==> src/rtl/npu_acc_seq.sv <==
// Sequencer for one MAC lane: steers the weight/sample/result hold registers and
// the accumulator, and tracks accepted samples through the PIPE-deep multiply/add path.
module npu_acc_seq #(
  parameter int LEN_W = 8,
  parameter int PIPE  = 2
) (
  input  logic             clk,
  input  logic             rst_n,
  input  logic             start,
  input  logic [LEN_W-1:0] len,
  output logic             busy,
  input  logic             x_valid,
  output logic             x_ready,
  output logic             w_s,
  output logic             x_s,
  output logic             acc_clr,
  output logic             acc_en,
  output logic             res_s,
  output logic             res_valid,
  input  logic             res_ready,
  output logic [LEN_W-1:0] cnt
);

  typedef enum logic [2:0] {
    S_IDLE,
    S_WLOAD,
    S_ACC,
    S_DRAIN,
    S_CAPT,
    S_OUT
  } state_e;

  // Marks the tracker stage whose token is firing acc_en in the current cycle.
  localparam logic [PIPE-1:0] TOP_BIT = PIPE'(1) << (PIPE - 1);

  state_e           state_q, state_d;
  logic [LEN_W-1:0] len_q, len_d;
  logic [LEN_W-1:0] cnt_q, cnt_d;
  logic [PIPE-1:0]  trk_q, trk_d;
  logic             accept;

  always_ff @(posedge clk or negedge rst_n) begin
    if (!rst_n) begin
      state_q <= S_IDLE;
      len_q   <= '0;
      cnt_q   <= '0;
      trk_q   <= '0;
    end else begin
      state_q <= state_d;
      len_q   <= len_d;
      cnt_q   <= cnt_d;
      trk_q   <= trk_d;
    end
  end

  always_comb begin
    state_d   = state_q;
    len_d     = len_q;
    cnt_d     = cnt_q;
    busy      = 1'b1;
    x_ready   = 1'b0;
    w_s       = 1'b1;
    x_s       = 1'b1;
    acc_clr   = 1'b0;
    res_s     = 1'b1;
    res_valid = 1'b0;
    accept    = 1'b0;
    case (state_q)
      S_IDLE: begin
        busy = 1'b0;
        if (start) begin
          len_d   = len;
          cnt_d   = '0;
          state_d = S_WLOAD;
        end
      end
      S_WLOAD: begin
        w_s     = 1'b0;
        acc_clr = 1'b1;
        state_d = (len_q == '0) ? S_CAPT : S_ACC;
      end
      S_ACC: begin
        x_ready = 1'b1;
        if (x_valid) begin
          accept = 1'b1;
          x_s    = 1'b0;
          cnt_d  = cnt_q + LEN_W'(1);
          if (cnt_q == len_q - LEN_W'(1)) state_d = S_DRAIN;
        end
      end
      S_DRAIN: begin
        // Leave once the only remaining token is the one writing the accumulator now.
        if ((trk_q & ~TOP_BIT) == '0) state_d = S_CAPT;
      end
      S_CAPT: begin
        res_s   = 1'b0;
        state_d = S_OUT;
      end
      S_OUT: begin
        res_valid = 1'b1;
        if (res_ready) state_d = S_IDLE;
      end
      default: state_d = S_IDLE;
    endcase
    trk_d = (trk_q << 1) | PIPE'(accept);
  end

  assign acc_en = trk_q[PIPE-1];
  assign cnt    = cnt_q;

endmodule

==> config.mk <==
export PLATFORM = sky130hd
export DESIGN_NAME = npu_acc_seq
export DESIGN_NICKNAME = d
export VERILOG_FILES = /design/src/rtl/npu_acc_seq.sv
export SDC_FILE = /design/constraint.sdc
export NUM_CORES = 1
export LEC_CHECK = 0
export ABC_CLOCK_PERIOD_IN_PS = 2000
export BUFFER_PORTS_ARGS = -buffer_cell sky130_fd_sc_hd__buf_2
export CORE_MARGIN = 2
export CORE_UTILIZATION = 42
export DETAILED_ROUTE_END_ITERATION = 6
export PLACE_DENSITY = 0.7
export SKIP_LAST_GASP = 1
export SYNTH_ARGS = -nofsm -noshare
export SYNTH_HDL_FRONTEND = slang
export SYNTH_SLANG_ARGS = --single-unit
==> constraint.sdc <==
create_clock -name clk -period 2 [get_ports clk]
set_input_delay 0.3 -clock clk [delete_from_list [all_inputs] [get_ports clk]]
set_output_delay 0.3 -clock clk [all_outputs]
set_load 0.02 [all_outputs]
==> Yosys cells after proc, flatten, opt, wreduce, memory -nomap -nowiden <==
Index checks and enable logic that the tools add are counted.
{ "word_totals": {"ff_bits": 21, "latch_bits": 0, "ram_bits": 0, "rom_bits": 0, "in_bits": 13, "out_inout_bits": 16, "elab_cells": 45, "mem_count": 0} }
{ "op_classes": {"n_addsub": 2, "n_mul": 0, "div_mod_pow": 0, "magnitude_cmp": 0, "n_eq_ne": 11, "shifts": 0, "n_mux": 20, "bitwise_logic": 1, "reduce_logical": 7} }
{ "ops": {"columns": ["op", "count"], "rows": [
  ["3-bit 2-to-1 mux", 6],
  ["3-bit one-hot mux with 6 select lines", 1],
  ["8-bit 2-to-1 mux", 2],
  ["8-bit one-hot mux with 2 select lines", 1],
  ["1-bit 2-to-1 mux", 10],
  ["2-bit != test, second input constant", 5],
  ["8-bit by 1-bit adder with 8-bit output, second input constant", 1],
  ["8-bit equality test", 1],
  ["8-bit zero test", 1],
  ["8-bit by 1-bit subtractor with 8-bit output, second input constant", 1],
  ["3-bit by 2-bit equality test with 1-bit output, second input constant", 2],
  ["3-bit equality test, second input constant", 2],
  ["5-bit AND reduction", 1],
  ["3-bit by 1-bit equality test with 1-bit output, second input constant", 1],
  ["3-bit zero test", 1],
  ["3-bit AND reduction", 1],
  ["2-bit zero test", 1],
  ["2-bit by 1-bit OR with 2-bit output", 1],
  ["2-bit AND reduction", 1],
  ["2-bit nonzero test", 1]
]} }

==> Longest topological paths before layout <==
Gate-level depths: netlist of run 1.
{ "logic_depth": {"depth_word": 5, "ltp_mapped": 7, "ltp_nobuf": 7} }

==> Worst setup path before layout of run 1 <==
Ideal clock, no wire load.
{ "synth_timing": {"kind": "register to output", "from": "reg state_q[1]", "to": "out acc_clr", "t_arrival_ps": 1235, "required_time_ps": 1700, "slack_ps": 465, "path_stages_with_launch": 4, "path_buffers": 1, "cell_sequence": "dfrtp_1 -> clkbuf_1 -> or3_1 -> inv_1"} }
{ "synth_between": {"elab_chain_cells": 2} }
{ "synth_rtl": {"columns": ["item", "line_no", "text"], "rows": [
  ["start, declared", "36", "state_e state_q, state_d;"],
  ["start signal, assigned", "49", "state_q <= state_d;"],
  ["3-bit by 1-bit equality test with 1-bit output", "68", "case (state_q)"],
  ["1-bit 2-to-1 mux", "68", null],
  ["end, declared", "16", "output logic acc_clr,"]
]} }
No other way between the ends.

==> Worst setup path after layout of run 1 <==
{ "layout_timing": {"from": "reg state_q[0]", "to": "out acc_clr"} }
The elaborated chain is that of the path after synthesis.

==> impl_results.md, run 1 <==
* Run status: finished clean
* Synth Instances at around 120
* Final WL at about 2.5 mm
* Largest net degree at the start of global routing at 22
* Clock buffer depth at 2
* First-pass GRT wire length at roughly 4.0 mm
* Netlist cell types at 35
* Fin. Hold Viols at 0
* Worst setup EP type: primary output
* Post-synthesis sequential area ratio at 43.0%
* IO buf count at 28
* FF+latch count, synth at 21
* Min cycle time layout at 1860 ps
* Max Cap Violations at 0
* H-tree levels at 1
* WS Path Type: reg -> out
* Top FF cell, synth: dfrtp_1
* Area grow syn2layout at 17.0%
* RSZ-0062 raised after global routing: no
* Fraction of layout cells with a size suffix above 1 at 25.8%
* Iter 0 DRT Violations at 36
* Critical Path Start Type: flop
* Mapped cell area at 1220 sq um
* Net load switching power at roughly 910 uW
* Overflow after GRT at 0
* Post-synth ARST share at 100%
* Antenna Cells at 0
* Yosys warning total at 0
* F_max at between 500 and 600 MHz
* Worst Path Max Fanout at 8
* Placer Congestion at 0.843
* DRC violation count after routing at 0
* Net count after synthesis at roughly 140
* Comb power frac at approximately half
* Hold_ws at 199 ps
* Resized cells post-CTS at 0
* ANT nets after route at 0
* CP arrival at ~1600 ps
* Rel. slew slack at 68.6%
* WP data required at between 1500 and 2000 ps
* Vias at about 1000
* Drt via density at 5.37
* FP Rows at 19
* Top-level port count at 29
* Worst clock skew at around 3.3 ps
* Die height at roughly 58 um
* Sequential cell fraction of total power at 41.2%
* Die area at about 3400 sq um
* Clk slew on worst S/H paths at 120 ps
* Root Buffer: clkbuf_4
* P_int at 1080 uW
* Vias in the first global route at around 870
* Die width at a little under 60 um
* Setup-failing EPs final at 0
* Tcrit/Tclk final at ~93%
* Pwr dens at between 1000 and 1500 nW/um^2
* Net Sw Frac at ~46%
* LEAKAGE at 0.000701 uW
* Nets at approximately 170
* Overall routing resource usage at approximately 16%
* Total power at around 2000 uW
* Reg2Reg Setup Slack at roughly 350 ps
* Hpwl dp at about 1.9 mm
* CTS Buf Count at 3
* Syn avg cell area at roughly 10 sq um
* Final setup TNS at 0 ps
* Initial antenna violation count at 0
* Clock sinks at 21
* Max VDD drop at approximately 960 uV
* Clk Latency, worst-skew pair at approximately 300 ps
* Final slew viol count at 0
* Effective utilization at floorplan at 44.3%
* DR pass1 iterations at 4
* TritonCTS clock tree: done
* Number of synthesized flops with an enable pin at 0
* Clock share of power at 10.3%
* Core Area at around 2800 sq um
* Hold Path Class: in -> reg
* Post-CTS setup buffers at 0
* Wirelength per Cell at around 14 um
* Worst Tran Pin Value at 471 ps
cell usage in the layout (no fill, tap or decap), types with 2 or more instances in the layout:
master and n:
nor2_1 12, nor3_1 2, ha_1 3, o21ai_1 5, a21oi_1 4, nand2_1 10
mux2_1 7, dfrtp_1 21, or3_1 2, and3_1 4, clkbuf_4 3, buf_2 28
o21ai_0 2, inv_1 5, xor2_1 10, o22ai_1 3, o2111ai_1 2, a31oi_1 2
xnor2_1 5, nand4_1 3
power by group through the flow:
stage,sequential (uW),clock [uW],combinational (uW)
5_1_grt,849,227,1070
3_5_place_dp,827,0,963
6_report,818,205,963
2_1_floorplan,756,0,774
3_3_place_gp,818,0,942
4_1_cts,818,214,974
logic make-up (layout without fill, tap and decap cells):
logic type	count (synthesis)	count (layout)	synth area share (%)
simple gates	42	42	20.3
mux	7	7	6.45
compound gates	23	23	12.5
fa+ha+maj	3	3	3.07
xor+xnor	15	15	10.7
buf+inv	10	40	3.99
flops	21	21	43.0
routing by layer:
layer  share of wire (%)  GRT usage, %  up-vias
met4                0.69          5.98        0
met3                 5.9          2.68        2
li1                    -             -      487
met1                  44          19.8      459
met5                   0             0        -
met2                  49          26.5       30
synth_stat cells (2+ instances only):
cell type  count  area (sq um)
o21ai_0        2          10.0
inv_1          5          18.8
nor3_1         2          10.0
nor4b_2        2          30.0
xnor2_1        5          43.8
ha_1           3          37.5
a21oi_1        4          20.0
and3_1         4          25.0
nand2_1       10          37.5
dfrtp_1       21           526
buf_4          2          15.0
o21ai_1        5          25.0
o22ai_1        3          18.8
xor2_1        10          87.6
mux2_1         7          78.8
nand4_1        3          18.8
nor2_1        12          45.0
o2111ai_1      2          17.5
or3_1          2          12.5
a31oi_1        2          12.5
critical path, stage by stage (launching register included):
cell	delay, ps
dfrtp_1	530
inv_1	130
or3_1	390
inv_1	60
buf_2	150
timing repair:
action	CTS	global route
setup endpoints to repair	0	0
hold buffers	1	0
hold endpoints to repair	21	0
flip-flops by register name, indices dropped and copies added, names as in the netlist:
| name | flops |
|---|---|
| cnt | 8 |
| len_q | 8 |
| state_q | 3 |
| trk_q | 2 |
layout make-up:
class,count,area [sq um]
clock buffers,4,26.3
multi-input cells,90,657
well taps,31,38.8
flip-flops and latches,21,526
fillers,262,1330
inverters,6,25.0
repair buffers,30,158
final timing paths:
| check | endpoint | cells past startpoint | start |
|---|---|---|---|
| worst min register to register | trk_q[1] | 0 | trk_q[0] |
| worst min-delay path | len_q[3] | 3 | len[3] |
| max in group asynchronous | state_q[0] | 2 | rst_n |
| worst max-delay path | acc_clr | 4 | state_q[0] |
| min in group asynchronous | trk_q[1] | 2 | rst_n |
| worst max register to register | state_q[0] | 6 | len_q[0] |
metrics by stage:
stage	cell area, sq um	cells	setup WS (ps)	utilization, %
final	1430	182	143	51.9
after global routing	1430	182	56.7	51.9
after CTS	1430	182	123	51.9
after detailed placement	1390	177	340	50.5
after global placement	1390	177	418	50.5
after floorplan	1220	121	465	-
Power figures use the tool's default switching activity.
==> run 2, diff against run 1 <==
--- a/config.mk
+++ b/config.mk
@@ -8,9 +8,9 @@
 export ABC_CLOCK_PERIOD_IN_PS = 2000
 export BUFFER_PORTS_ARGS = -buffer_cell sky130_fd_sc_hd__buf_2
 export CORE_MARGIN = 2
-export CORE_UTILIZATION = 42
+export CORE_UTILIZATION = 50
 export DETAILED_ROUTE_END_ITERATION = 6
-export PLACE_DENSITY = 0.7
+export PLACE_DENSITY = 0.8
 export SKIP_LAST_GASP = 1
 export SYNTH_ARGS = -nofsm -noshare
 export SYNTH_HDL_FRONTEND = slang
==> run 2 against run 1 <==
Count of clock-buffer cells in the layout did not move. Critical path depth is the same. Final area down 0.26%. Via count rose by 4.3%. Clock power about the same. Core utilization up 11 points. Power up 1.0%. Non-clock buffer count unchanged. Highest routed layer unchanged.
==> impl_results.md, run 2 (synthesized netlist as in run 1, its figures left out) <==
* IO buf count at 28
* Hold Path Class: in -> reg
* Top-level port count at 29
* Commonest cells after routing, fill and taps aside: buf_2, dfrtp_1, nor2_1, nand2_1, xor2_1
* Final-layout fill cell count at slightly above 200
* Effective utilization at floorplan at a little over half
* WP data required at roughly 1700 ps
* Area occupied by multi-input gates at 657 sq um
* Initial antenna violation count at 0
* Max Cap Violations at 0
* Antenna Cells at 0
* Die width at about 53 um
* Wirelength per Cell at 14.9 um
* Clock sinks at 21
* Placer Congestion at a little under 0.8
* Clk Latency, worst-skew pair at 300 ps
* Clk slew on worst S/H paths at roughly 120 ps
* CP arrival at 1560 ps
* WS Path Type: reg -> out
* Overall routing resource usage at approximately a fifth
* Register area at between 500 and 600 sq um
* F_max at ~540 MHz
* Run status: finished clean
* LEAKAGE at 0.000701 uW
* CP most frequent cell: inv_1
* Vias at about 1000
* CP cell instances: inv_1 > or3_1 > inv_1 > buf_2
* First-pass GRT wire length at approximately 4.2 mm
* Drt via density at 5.70
* Hpwl dp at around 2 mm
* Core Area at ~2300 sq um
* Iter 0 DRT Violations at 10
* Slowest CP cell: dfrtp_1
* Post-CTS setup buffers at 0
* Worst clock skew at between 5 and 6 ps
* Min cycle time layout at 1860 ps
* Critical Path Start Type: flop
* Final slew viol count at 0
* Nets at 168
* Vias in the first global route at roughly 960
* Worst setup EP type: primary output
* Resized cells post-CTS at 0
* Non-Filler Instances at 179
* Total power at about 2000 uW
* Root Buffer: clkbuf_4
* Final setup TNS at 0 ps
* Hold_ws at roughly 200 ps
* Fraction of layout cells with a size suffix above 1 at roughly a quarter
* Pwr dens at around 1400 nW/um^2
* Die height at 53.4 um
* H-tree levels at 1
* Final WL at between 2 and 3 mm
* Tcrit/Tclk final at 93.0%
* Cell Count Post-Placement at between 150 and 200
* CTS Buf Count at 3
* Fin. Hold Viols at 0
* DRC violation count after routing at 0
* Worst Path Max Fanout at 8
* Hold buffers post-CTS at 1
* Max VDD drop at roughly 840 uV
* RSZ-0062 raised after global routing: no
* Largest net degree at the start of global routing at 22
* Worst Tran Pin Value at 461 ps
* CP peak stage delay at around 520 ps
* Rel. slew slack at between 60% and 70%
* Overflow after GRT at 0
* DR pass1 iterations at 4
* Setup-failing EPs final at 0
* Clock buffer depth at 2
* TritonCTS clock tree: done
* Area grow syn2layout at 16.7%
* ANT nets after route at 0
* Die area at 2860 sq um
* Most common cell after layout, fill and taps aside: buf_2
* FP Rows at 17
[run 2: report_power, final]
| group | total, uW | internal, uW | switching [uW] |
|---|---|---|---|
| clock network | 203 | 77.7 | 126 |
| logic | 985 | 438 | 547 |
| registers | 817 | 562 | 255 |
[run 2: final timing paths]
check	startpoint	slack [ps]	to	cells after the start
setup / recovery	state_q[0]	140	acc_clr	4
setup reg to reg	len_q[0]	310	state_q[0]	6
min in group asynchronous	rst_n	490	cnt[6]	2
max in group asynchronous	rst_n	1200	len_q[0]	2
hold / removal	len[4]	200	len_q[4]	2
hold reg to reg	trk_q[0]	450	trk_q[1]	0
[run 2: stage by stage]
step,util (%),setup slack [ps],instance area [sq um]
floorplan,-,465,1220
global placement,61.7,449,1390
detailed placement,61.7,354,1390
CTS,63.3,124,1430
global route,63.3,36.1,1430
finish,63.3,139,1430
[run 2: final cells by class]
class,instances,area share (%)
clock buffer,4,1.84
inverter,6,1.75
multi-input combinational,90,46.1
sequential,21,36.8
tap,28,2.46
timing repair buffer,30,11.1
[run 2: worst max-delay path, delay by kind of cell (launching register included)]
kind,cells,cell delay [ps]
simple gates,1,400
buf+inv,3,350
flops,1,520
[run 2: metal layers]
layer,vias to the layer above,global-route usage (%),part of all wire [%]
li1,487,-,-
met1,507,23.9,41
met2,22,38.3,54
met3,4,1.98,3.2
met4,0,10.3,1.8
met5,-,0,0
==> run 3, diff against run 2 <==
--- a/config.mk
+++ b/config.mk
@@ -5,7 +5,7 @@
 export SDC_FILE = /design/constraint.sdc
 export NUM_CORES = 1
 export LEC_CHECK = 0
-export ABC_CLOCK_PERIOD_IN_PS = 2000
+export ABC_CLOCK_PERIOD_IN_PS = 1900
 export BUFFER_PORTS_ARGS = -buffer_cell sky130_fd_sc_hd__buf_2
 export CORE_MARGIN = 2
 export CORE_UTILIZATION = 50
==> constraint.sdc (replaced) <==
create_clock -name clk -period 1.9 [get_ports clk]
set_input_delay 0.285 -clock clk [delete_from_list [all_inputs] [get_ports clk]]
set_output_delay 0.285 -clock clk [all_outputs]
set_load 0.02 [all_outputs]
==> run 3 against run 2 <==
Routed wire length is 1.0% lower. Final area increased by 1.1%. Global-route usage grew 0.64 points. Die area stayed put. Sequential power grew 5.5%. Worst setup slack got worse by 23 ps. First-iteration DRC count is 70% higher. Clock skew is 5.3 ps higher. Register-to-register slack lost 90 ps. Worst hold slack got worse by 23 ps. Sequential cell count stayed put. Largest cell class unchanged. Largest power group unchanged. Highest routed layer unchanged.
==> impl_results.md, run 3 (synthesized netlist as in run 1, its figures left out) <==
* Vias at 997
* Commonest cells after routing, fill and taps aside: buf_2, dfrtp_1, nor2_1, nand2_1, xor2_1
* Final WL at about 2.6 mm
* Max VDD drop at roughly 840 uV
* Max Cap Violations at 0
* Critical Path Start Type: flop
* ANT nets after route at 0
* Die height at 53.4 um
* Met3 GRT Util at 1.98%
* Most common cell after layout, fill and taps aside: buf_2
* IO buf count at 28
* Top-level port count at 29
* H-tree levels at 1
* Setup-failing EPs final at 0
* Largest net degree at the start of global routing at 22
* Area grow syn2layout at 17.9%
* Rel. slew slack at between 60% and 70%
* Total power at between 2000 and 2500 uW
* RSZ-0062 raised after global routing: no
* WS Path Type: reg -> out
* Final slew viol count at 0
* Layer with the highest usage: met2
* WP data required at approximately 1600 ps
* Effective utilization at floorplan at approximately 54%
* Vias in the first global route at 972
* Pwr dens at roughly 1500 nW/um^2
* Die area at around 2900 sq um
* DR pass1 iterations at 4
* Placer Congestion at a little under 0.8
* Tcrit/Tclk final at a little over nine tenths
* Clk Latency, worst-skew pair at about 310 ps
* DRC violation count after routing at 0
* LEAKAGE at a little over 0.0007 uW
* CP arrival at approximately 1500 ps
* Die width at 53.4 um
* Nets at 168
* Min cycle time layout at 1780 ps
* Initial antenna violation count at 0
* Worst clock skew at roughly 11 ps
* M2 GR Usage at between 30 and 40%
* F_max at approximately 560 MHz
* Final-layout fill cell count at just over 200
* TritonCTS clock tree: done
* Overall routing resource usage at a little over a fifth
* Overflow after GRT at 0
* Grt met1 use at 26.9%
* Fraction of layout cells with a size suffix above 1 at between 20% and 30%
* Hold_ws at 181 ps
* Clk slew on worst S/H paths at around 130 ps
* Worst setup EP type: primary output
* Hpwl dp at about 2.0 mm
* Run status: finished clean
* Final setup TNS at 0 ps
* Drt via density at approximately 5.6
* Wirelength per Cell at 14.7 um
* Core Area at between 2000 and 2500 sq um
* CTS Buf Count at 3
* Worst Tran Pin Value at 470 ps
* Fin. Hold Viols at 0
* First-pass GRT wire length at between 4 and 5 mm
* Hold Path Class: in -> reg
* Root Buffer: clkbuf_4
* FP Rows at 17
* Antenna Cells at 0
* Post-CTS setup buffers at 0
* Worst Path Max Fanout at 8
* Iter 0 DRT Violations at 17
* Clock sinks at 21
* Clock buffer depth at 2
run 3: power by group:
group	internal (uW)	total (uW)	switching, uW
Sequential	594	862	268
Clock	78.5	218	140
Combinational	482	1070	584
run 3: cell type report:
type                            instances  area (sq um)  area share, %
Sequential cell                        21           527           36.5
Multi-Input combinational cell         90           657           45.6
Timing Repair Buffer                   30           170           11.8
Clock buffer                            3          22.5           1.56
Tap cell                               28          35.0           2.43
Inverter                                6          25.0           1.74
Clock inverter                          1          5.00          0.347
run 3: timing repair:
action                                  CTS  global route
hold endpoints to repair                 21             0
hold buffers                              1             0
resized for setup                         0             1
endpoints found under the setup margin    0             2
run 3: worst max-delay path, cell delays in order, from the launching register on:
cell     delay (ps)
dfrtp_2         470
inv_1           100
or3_1           400
inv_1            60
buf_2           150
run 3: worst paths after layout:
kind	start	endpoint	slack, ps	depth (start not counted)
max reg2reg	len_q[0]	state_q[0]	220	6
min	len[5]	len_q[5]	180	2
max in group asynchronous	rst_n	state_q[0]	1100	2
min in group asynchronous	rst_n	cnt[4]	460	2
min reg2reg	trk_q[0]	trk_q[1]	450	0
max	state_q[0]	acc_clr	120	4
run 3: stage by stage:
stage	cell area [sq um]	util [%]	std cells	worst slack [ps]
2_1_floorplan	1220	-	121	380
3_3_place_gp	1400	62.2	174	350
3_5_place_dp	1400	62.2	174	214
4_1_cts	1440	63.9	179	16.9
5_1_grt	1440	63.9	179	11.0
6_report	1440	63.9	179	116
run 3: routing by layer:
metal,vias to the layer above,wire length (um)
li1,487,-
met2,24,1350
met5,-,0
met3,4,119
met1,482,1130
met4,0,44
